<file path="config.mk">
export PLATFORM = sky130hd
export DESIGN_NAME = approx_top_core_flat
export DESIGN_NICKNAME = d
export VERILOG_FILES = /design/src/rtl/approx_pkg.sv /design/src/rtl/approx_if.sv /design/src/rtl/approx_term_mac.sv /design/src/rtl/approx_top_core.sv /design/src/flat_wrapper.sv
export SDC_FILE = /design/constraint.sdc
export NUM_CORES = 2
export LEC_CHECK = 0
export BUFFER_PORTS_ARGS = -buffer_cell sky130_fd_sc_hd__buf_2
export CORE_MARGIN = 1
export CORE_UTILIZATION = 55
export CTS_CLUSTER_SIZE = 25
export DETAILED_ROUTE_END_ITERATION = 8
export PLACE_DENSITY_LB_ADDON = 0.15
export SETUP_SLACK_MARGIN = 0.5
export SYNTH_ARGS = -nofsm -noshare
export SYNTH_HDL_FRONTEND = slang
export SYNTH_SLANG_ARGS = --single-unit
</file>
<file path="constraint.sdc">
create_clock -name clk -period 16.95 [get_ports clk]
set_input_delay 2.5425 -clock clk [delete_from_list [all_inputs] [get_ports clk]]
set_output_delay 2.5425 -clock clk [all_outputs]
set_load 0.02 [all_outputs]
</file>
<file path="src/rtl/approx_pkg.sv">
// Shared constants, state encoding and reciprocal table for the exp(x)
// Taylor-series engine.
package approx_pkg;

  // Q4.12 fixed-point format
  localparam int FRAC = 12;
  localparam int ONE  = 4096;

  // Right shift applied after the reciprocal multiply (RECIP is 65536/n)
  localparam int RECIP_SHIFT = 16;

  typedef enum logic [1:0] {
    IDLE = 2'd0,
    CALC = 2'd1,
    DONE = 2'd2
  } state_t;

  // round(65536/n) as 17-bit unsigned constants; n=0 never occurs.
  function automatic logic [16:0] recip(input logic [2:0] n);
    logic [16:0] r;
    case (n)
      3'd1:    r = 17'd65536;
      3'd2:    r = 17'd32768;
      3'd3:    r = 17'd21845;
      3'd4:    r = 17'd16384;
      3'd5:    r = 17'd13107;
      3'd6:    r = 17'd10923;
      3'd7:    r = 17'd9362;
      default: r = 17'd0;
    endcase
    return r;
  endfunction

endpackage

</file>
<file path="src/rtl/approx_if.sv">
// Request/response interface of the exp(x) engine.
// Handshake: start_i is a request pulse accepted only on a clock edge where
// busy_o is low; x_i/nIt_i are sampled on that edge. valid_o pulses for one
// cycle while y_o presents the new result; y_o holds it afterwards.
interface approx_if #(
  parameter int W = 16
);
  logic [W-1:0] x_i;
  logic [2:0]   nIt_i;
  logic         start_i;
  logic         busy_o;
  logic [W-1:0] y_o;
  logic         valid_o;

  modport master (
    output x_i, nIt_i, start_i,
    input  busy_o, y_o, valid_o
  );

  modport slave (
    input  x_i, nIt_i, start_i,
    output busy_o, y_o, valid_o
  );
endinterface

</file>
<file path="src/rtl/approx_term_mac.sv">
// One series step: next term = ((term*x)>>>FRAC * RECIP[n])>>>16,
// accumulated into acc. Purely combinational; the top registers the results.
module approx_term_mac
  import approx_pkg::*;
#(
  parameter int W     = 16,
  parameter int ACC_W = 20
) (
  input  logic signed [ACC_W-1:0] term,
  input  logic signed [W-1:0]     x,
  input  logic        [2:0]       n,
  input  logic signed [ACC_W-1:0] acc,
  output logic signed [ACC_W-1:0] term_next,
  output logic signed [ACC_W-1:0] acc_next
);

  localparam int P1_W = ACC_W + W;
  localparam int P2_W = ACC_W + 18;

  logic signed [P1_W-1:0]  prod1;
  logic signed [ACC_W-1:0] p;
  logic signed [17:0]      recip_s;
  logic signed [P2_W-1:0]  prod2;

  // Full-precision signed multiplies, floor shifts, truncation to ACC_W
  always_comb begin
    prod1     = P1_W'(term) * P1_W'(x);
    p         = ACC_W'(prod1 >>> FRAC);
    recip_s   = $signed({1'b0, recip(n)});
    prod2     = P2_W'(p) * P2_W'(recip_s);
    term_next = ACC_W'(prod2 >>> RECIP_SHIFT);
    acc_next  = acc + term_next;
  end

endmodule

</file>
<file path="src/rtl/approx_top_core.sv">
// Sequential exp(x) by truncated Taylor series: FSM, request handshake and
// output saturation. One series term is added per CALC cycle.
module approx_top_core
  import approx_pkg::*;
#(
  parameter int W     = 16,
  parameter int ACC_W = 20
) (
  input  logic       clk,
  input  logic       rst,
  approx_if.slave    bus,
  output state_t     state_dbg
);

  localparam int Y_MAX = (1 << (W - 1)) - 1;

  state_t                  state, state_next;
  logic signed [W-1:0]     x_q;
  logic        [2:0]       n_max;
  logic        [2:0]       n;
  logic signed [ACC_W-1:0] term;
  logic signed [ACC_W-1:0] acc;
  logic signed [ACC_W-1:0] term_next;
  logic signed [ACC_W-1:0] acc_next;
  logic        [W-1:0]     y_q;
  logic        [W-1:0]     y_sat;

  approx_term_mac #(
    .W     (W),
    .ACC_W (ACC_W)
  ) u_mac (
    .term      (term),
    .x         (x_q),
    .n         (n),
    .acc       (acc),
    .term_next (term_next),
    .acc_next  (acc_next)
  );

  // State register; reset aborts any computation in flight
  always_ff @(posedge clk or negedge rst) begin
    if (!rst) state <= IDLE;
    else      state <= state_next;
  end

  // Next-state logic; N=0 needs no series step so it goes straight to DONE
  always_comb begin
    state_next = state;
    case (state)
      IDLE: if (bus.start_i) state_next = (bus.nIt_i == 3'd0) ? DONE : CALC;
      CALC: if (n == n_max)  state_next = DONE;
      DONE: state_next = IDLE;
      default: state_next = IDLE;
    endcase
  end

  // Datapath registers: latch operands on acceptance, step the series in CALC,
  // capture the saturated result in DONE
  always_ff @(posedge clk or negedge rst) begin
    if (!rst) begin
      x_q   <= '0;
      n_max <= '0;
      n     <= '0;
      term  <= '0;
      acc   <= '0;
      y_q   <= '0;
    end else begin
      case (state)
        IDLE: if (bus.start_i) begin
          x_q   <= bus.x_i;
          n_max <= bus.nIt_i;
          term  <= ACC_W'(ONE);
          acc   <= ACC_W'(ONE);
          n     <= 3'd1;
        end
        CALC: begin
          term <= term_next;
          acc  <= acc_next;
          n    <= n + 3'd1;
        end
        DONE: y_q <= y_sat;
        default: ;
      endcase
    end
  end

  // exp(x) is never negative, so negative sums clamp to zero
  always_comb begin
    y_sat = acc[W-1:0];
    if (acc < 0)                       y_sat = '0;
    else if (acc > ACC_W'(Y_MAX))      y_sat = W'(Y_MAX);
  end

  // Result is presented during DONE and held in y_q afterwards
  always_comb begin
    bus.busy_o  = (state != IDLE);
    bus.valid_o = (state == DONE);
    bus.y_o     = (state == DONE) ? y_sat : y_q;
    state_dbg   = state;
  end

endmodule

</file>
<file path="src/flat_wrapper.sv">
// flat-port wrapper written by rule: the top's interface ports become plain ports
module approx_top_core_flat import approx_pkg::*;
#(
  parameter int W     = 16,
  parameter int ACC_W = 20
)
  (clk, rst, state_dbg, bus_x_i, bus_nIt_i, bus_start_i, bus_busy_o, bus_y_o, bus_valid_o);
  approx_if #(.W(W)) bus_i ();
  input  logic clk;
  input  logic rst;
  output state_t state_dbg;
  input wire logic [$bits(bus_i.x_i)-1:0] bus_x_i;
  input wire logic [$bits(bus_i.nIt_i)-1:0] bus_nIt_i;
  input wire logic [$bits(bus_i.start_i)-1:0] bus_start_i;
  output wire logic [$bits(bus_i.busy_o)-1:0] bus_busy_o;
  output wire logic [$bits(bus_i.y_o)-1:0] bus_y_o;
  output wire logic [$bits(bus_i.valid_o)-1:0] bus_valid_o;
  assign bus_i.x_i = bus_x_i;
  assign bus_i.nIt_i = bus_nIt_i;
  assign bus_i.start_i = bus_start_i;
  assign bus_busy_o = bus_i.busy_o;
  assign bus_y_o = bus_i.y_o;
  assign bus_valid_o = bus_i.valid_o;
  approx_top_core #(.W(W), .ACC_W(ACC_W)) u_core (.clk(clk), .rst(rst), .bus(bus_i), .state_dbg(state_dbg));
endmodule
</file>
=== Word level (Yosys, flattened, before mapping) ===
Cells that the tools add are included.

* Register bits after elaboration: 80
* Word-level logic and storage cells: 45
* Output and inout bits: 20
* Bits of input ports: 22

* Equality and inequality tests: 12
* Reductions and logical operators: 7
* $lt $le $gt $ge: 2
* Muxes and demuxes: 13
* Multiply operators: 2
* Add/subtract/negate cells: 2

{| class="wikitable"
|+ Operators by type and width
! kind !! count
|-
| $pmux 17 s7 || 1
|-
| $pmux 20 s2 || 2
|-
| $mux 16 || 3
|-
| $mul 20x18->36 || 1
|-
| $mul 20x16->32 || 1
|-
| $add 20x20->20 || 1
|-
| $gt 20x16->1 const B || 1
|-
| $lt 20x1->1 const B || 1
|-
| $mux 20 || 1
|-
| $eq 3x3->1 const B || 4
|-
| $eq 3x2->1 const B || 2
|-
| $mux 2 || 3
|-
| $pmux 3 s2 || 1
|-
| $reduce_and 2->1 || 3
|-
| $pmux 2 s2 || 1
|-
| $reduce_bool 2->1 || 2
|-
| $add 3x1->3 const B || 1
|-
| $eq 3x1->1 const B || 1
|-
| $eq 3x3->1 || 1
|-
| $logic_not 3->1 || 1
|-
| $mux 3 || 1
|-
| $eq 2x1->1 const B || 1
|-
| $eq 2x2->1 const B || 1
|-
| $logic_not 2->1 || 1
|-
| 2 further kinds || 2
|}

=== Longest topological paths before layout ===
* Depth after elaboration: 5
* Mapped depth: 59
* Depth with buffers taken out: 58

=== Modules after synthesis ===
A second synthesis with hierarchy kept.

* Cells, all modules: 2,887
* Area total of the unflattened synthesis: 26,551.7 um^2

{| class="wikitable"
|+ Modules (own cells, without submodules)
! module !! cells each !! times used !! area each (um^2) !! seq. area each (um^2)
|-
| approx_term_mac || 2,659 || 1 || 23,493.8 || 0.0
|-
| approx_top_core || 228 || 1 || 3,057.9 || 2,001.9
|}

=== Worst setup path before layout ===
Ideal clock, no wire load.

* Path type: register to register
* Start point: register u_core.term[7]
* End point: register u_core.acc[18]
* Clock period less this slack: 13,304 ps
* Library setup time: 133 ps
* Path buffers: 1
* Data required time: 16,817 ps
* Setup slack: 3,646 ps
* Stages on the path, launching flop included: 58
* Arrival time: 13,170 ps
* Path through: dfrtp_1 clkbuf_1 nand2_1 fa_1 inv_1 fa_1 inv_1 fa_1 inv_1 fa_1 fa_1 inv_1 fa_1 inv_1 ha_1 and3_1 and4b_1 a21oi_1 [22 not listed] a21o_1 a21oi_1 nor2b_1 o21a_1 o21a_1 nor2_1 xnor2_1 ha_1 a21boi_0 o21ai_0 a21boi_0 o21ai_0 a21boi_0 o2111ai_1 a21oi_1 a211oi_1 xor2_1 o21ai_0

* Longest elaborated chain between the ends: 4

{| class="wikitable"
|+ Ends and longest elaborated chain
! item !! line !! RTL
|-
| start: declaration || approx_top_core.sv:21 || <nowiki>logic signed [ACC_W-1:0] term;</nowiki>
|-
| start signal: assignment || approx_top_core.sv:72 || <nowiki>term <= ACC_W'(ONE);</nowiki>
|-
| start signal: assignment || approx_top_core.sv:77 || <nowiki>term <= term_next;</nowiki>
|-
| $mul 20x16->32 || approx_term_mac.sv:27 || <nowiki>prod1 = P1_W'(term) * P1_W'(x);</nowiki>
|-
| $mul 20x18->36 || approx_term_mac.sv:30 || <nowiki>prod2 = P2_W'(p) * P2_W'(recip_s);</nowiki>
|-
| $add 20x20->20 || approx_term_mac.sv:32 || <nowiki>acc_next = acc + term_next;</nowiki>
|-
| $pmux 20 s2 || approx_top_core.sv:68 || <nowiki>case (state)</nowiki>
|-
| end signal: assignment || approx_top_core.sv:73 || <nowiki>acc <= ACC_W'(ONE);</nowiki>
|-
| end signal: assignment || approx_top_core.sv:78 || <nowiki>acc <= acc_next;</nowiki>
|-
| end: declaration || approx_top_core.sv:22 || <nowiki>logic signed [ACC_W-1:0] acc;</nowiki>
|}

Every way passes these cells.
A chain may end at the register's enable or synchronous reset.

=== Worst setup path after layout ===
* Start point: register u_core.x_q[10]
* End point: register u_core.acc[18]

* Longest elaborated chain between the ends: 4

{| class="wikitable"
|+ Ends and longest elaborated chain
! item !! line !! RTL
|-
| start: declaration || approx_top_core.sv:18 || <nowiki>logic signed [W-1:0] x_q;</nowiki>
|-
| start signal: assignment || approx_top_core.sv:70 || <nowiki>x_q <= bus.x_i;</nowiki>
|-
| $mul 20x16->32 || approx_term_mac.sv:27 ||
|-
| $mul 20x18->36 || approx_term_mac.sv:30 ||
|-
| $add 20x20->20 || approx_term_mac.sv:32 ||
|-
| $pmux 20 s2 || approx_top_core.sv:68 ||
|}

Every way passes these cells.

==> flow_summary.ini <==
[critical_path]
slowest_delay_ns = 0.75
crit_end = u_core.acc[18]
crit_start = u_core.x_q[10]
cp.required_ns = 17.21
r2r_slack_ns = 1.75
crit_type = register to register
worstRegToRegCells = 56
r2r-start = u_core.x_q[10]
regToRegEndpoint = u_core.acc[18]
critical_path_arrival_ns = 15.46
start_kind = register
critPathMaxFanout = 22
critPathSlowestCell = dfrtp_1
end_kind = register
path_common_cell = fa_1

[yosys]
synth_top_area_cell = fa_1
yosys_warnings = 0
seq_area_frac_synth_pct = 7.761
synthArstFlopShare_pct = 100.0
ys_seq_elements = 80
synth_cells = 2834
synth_ff_type = dfrtp_1
ys_types = 57
syn_area_sq_mm = 0.02579
yosys-top-cells-area = fa_1 (47%), inv_1 (11%), ha_1 (9.8%)
synth.avg_cell_area_sq_um = 9.102
synth-edff-count = 0
synth_top_area_share_pct = 46.88
syn-num-nets = 3663

[route]
drt_pass1_iterations = 5
viasPerCell = 5.308
wirelength_mm = 65.03
routed-via-count = 18160
drc = 0
ant_nets = 0
routedWlPerCell_um = 19.02
dr.first_iter.drc_count = 956

[clocking]
clk_latency_ns = 0.35
cts_buffer_depth = 2
cts_htree_levels = 3
cts-resized-gates = 0
root_buffer = clkbuf_16
cts_tree = done
cts_buffers = 9
path_clk_slew_ns = 0.07
postCtsHoldBufs = 0
post_cts_buffers = 0
clock_sinks = 80

[floorplan]
die_h_um = 218.6
num_io_pins = 42
core-area_sq_mm = 0.04577
dieArea_sq_mm = 0.04777
fp-row-count = 78
start_util_pct = 56.36
die_w_um = 218.6

[finish]
layout.nets = 3644
syn2layout_area_growth_pct = 4.152
multi_input_area_sq_mm = 0.02053
mostFrequentLayoutCell = inv_1
ff_latch_area_sq_mm = 0.002002
drive_above_1_share_pct = 4.149
fill_cells = 4129
diodes = 0
final_cell_mix = inv_1 (783), fa_1 (604), nand2_1 (316), nor2_1 (217), ha_1 (203)

[outcome]
status = finished, final reports clean

[timing]
finalClockSkew_ns = 0.007454
period_share_pct = 89.65
tightest_slew_ns = 1.286
timing.slew.headroom_pct = 13.94
setup-tns-final_ns = 0
fmax_mhz = 65.81
grt_setup_unrepaired = no
slew_violations = 0
min_period_ns = 15.20
hold_viol_final = 0
setup_viol = 0

[place]
place_congestion = 0.9343
portBuffers = 41
place_hpwl_mm = 54.60

[grt]
grt.total_usage_pct = 29.77
grt_max_degree = 52
grt_pass1_wl_mm = 108.5
overflow = 0
antenna_found_initial = 2
grt_pass1_vias = 20490

[worst_hold_path]
hold_path_class = register to register

[flow_run]
maxCapViolCount = 0
## through the flow
| step | std cells | hold slack, ns | cell area (sq um) | worst slack (ns) | util, % |
|---|---|---|---|---|---|
| after floorplan | 2834 | 0.4693 | 25790 | 3.646 | - |
| after global routing | 3420 | 0.4958 | 26870 | 0.8127 | 58.70 |
| after global placement | 3404 | 0.4508 | 26580 | 2.331 | 58.07 |
| after detailed placement | 3404 | 0.4586 | 26580 | 1.915 | 58.07 |
| after CTS | 3420 | 0.4730 | 26870 | 1.862 | 58.70 |
| final | 3420 | 0.4758 | 26870 | 1.755 | 58.70 |
## state kept, by name, indices dropped and copies added, names as in the netlist
register / cells
u_core.acc: 20
u_core.x_q: 16
u_core.n: 3
u_core.state_dbg: 2
u_core.term: 20
u_core.y_q: 16
u_core.n_max: 3
## worst min path at each step
stage                        start             end  slack, ns  cells after the start
floorplan           u_core.acc[18]  u_core.acc[18]       0.47                      2
global placement    u_core.y_q[10]  u_core.y_q[10]       0.45                      2
detailed placement   u_core.y_q[5]   u_core.y_q[5]       0.46                      2
CTS                  u_core.y_q[5]   u_core.y_q[5]       0.47                      2
global route         u_core.y_q[3]   u_core.y_q[3]       0.50                      2
finish               u_core.y_q[9]   u_core.y_q[9]       0.48                      2
## Yosys cell counts (all sizes together), types with 23 or more instances
library cell and instances:
xnor2 76, and2 139, nand2 316, ha 203, nor2 218, a22o 23
fa 604, xor2 33, inv 783, a21oi 38, clkbuf 85, dfrtp 80
o21ai 41
## critical path: cells and delay by family, from the launching register on
kind | cells | cell delay [ns]
flops | 1 | 0.75
fa+ha+maj | 16 | 7.29
xor+xnor | 3 | 0.83
buf+inv | 11 | 0.56
simple gates | 8 | 1.47
compound gates | 18 | 4.16
## layout make-up
type	instances	area share, %
Multi-Input combinational cell	1880	76.43
Inverter	784	10.95
Sequential cell	80	7.452
Tap cell	600	2.794
Timing Repair Buffer	60	1.304
Clock buffer	10	0.8895
Clock inverter	6	0.1816
## routing by layer
| layer | part of all wire [%] | GRT usage (%) |
|---|---|---|
| met5 | 0.020 | 0 |
| met4 | 2.8 | 8.881 |
| met3 | 5.1 | 2.366 |
| met2 | 51 | 52.45 |
| met1 | 41 | 39.14 |
## cells by family after synthesis
| family | count (synthesis) | synth area share [%] |
|---|---|---|
| muxes | 19 | 0.8246 |
| DFF | 80 | 7.761 |
| and+or+nand+nor | 756 | 13.10 |
| adders and majority gates | 807 | 56.72 |
| AOI/OAI and AO/OA | 189 | 5.147 |
| xor gates and xnor gates | 109 | 3.730 |
| buffers and inverters | 874 | 12.72 |
Power is left out: the tool's default activity adds up to more than one toggle a clock period on the data nets, which glitch-free logic cannot reach.
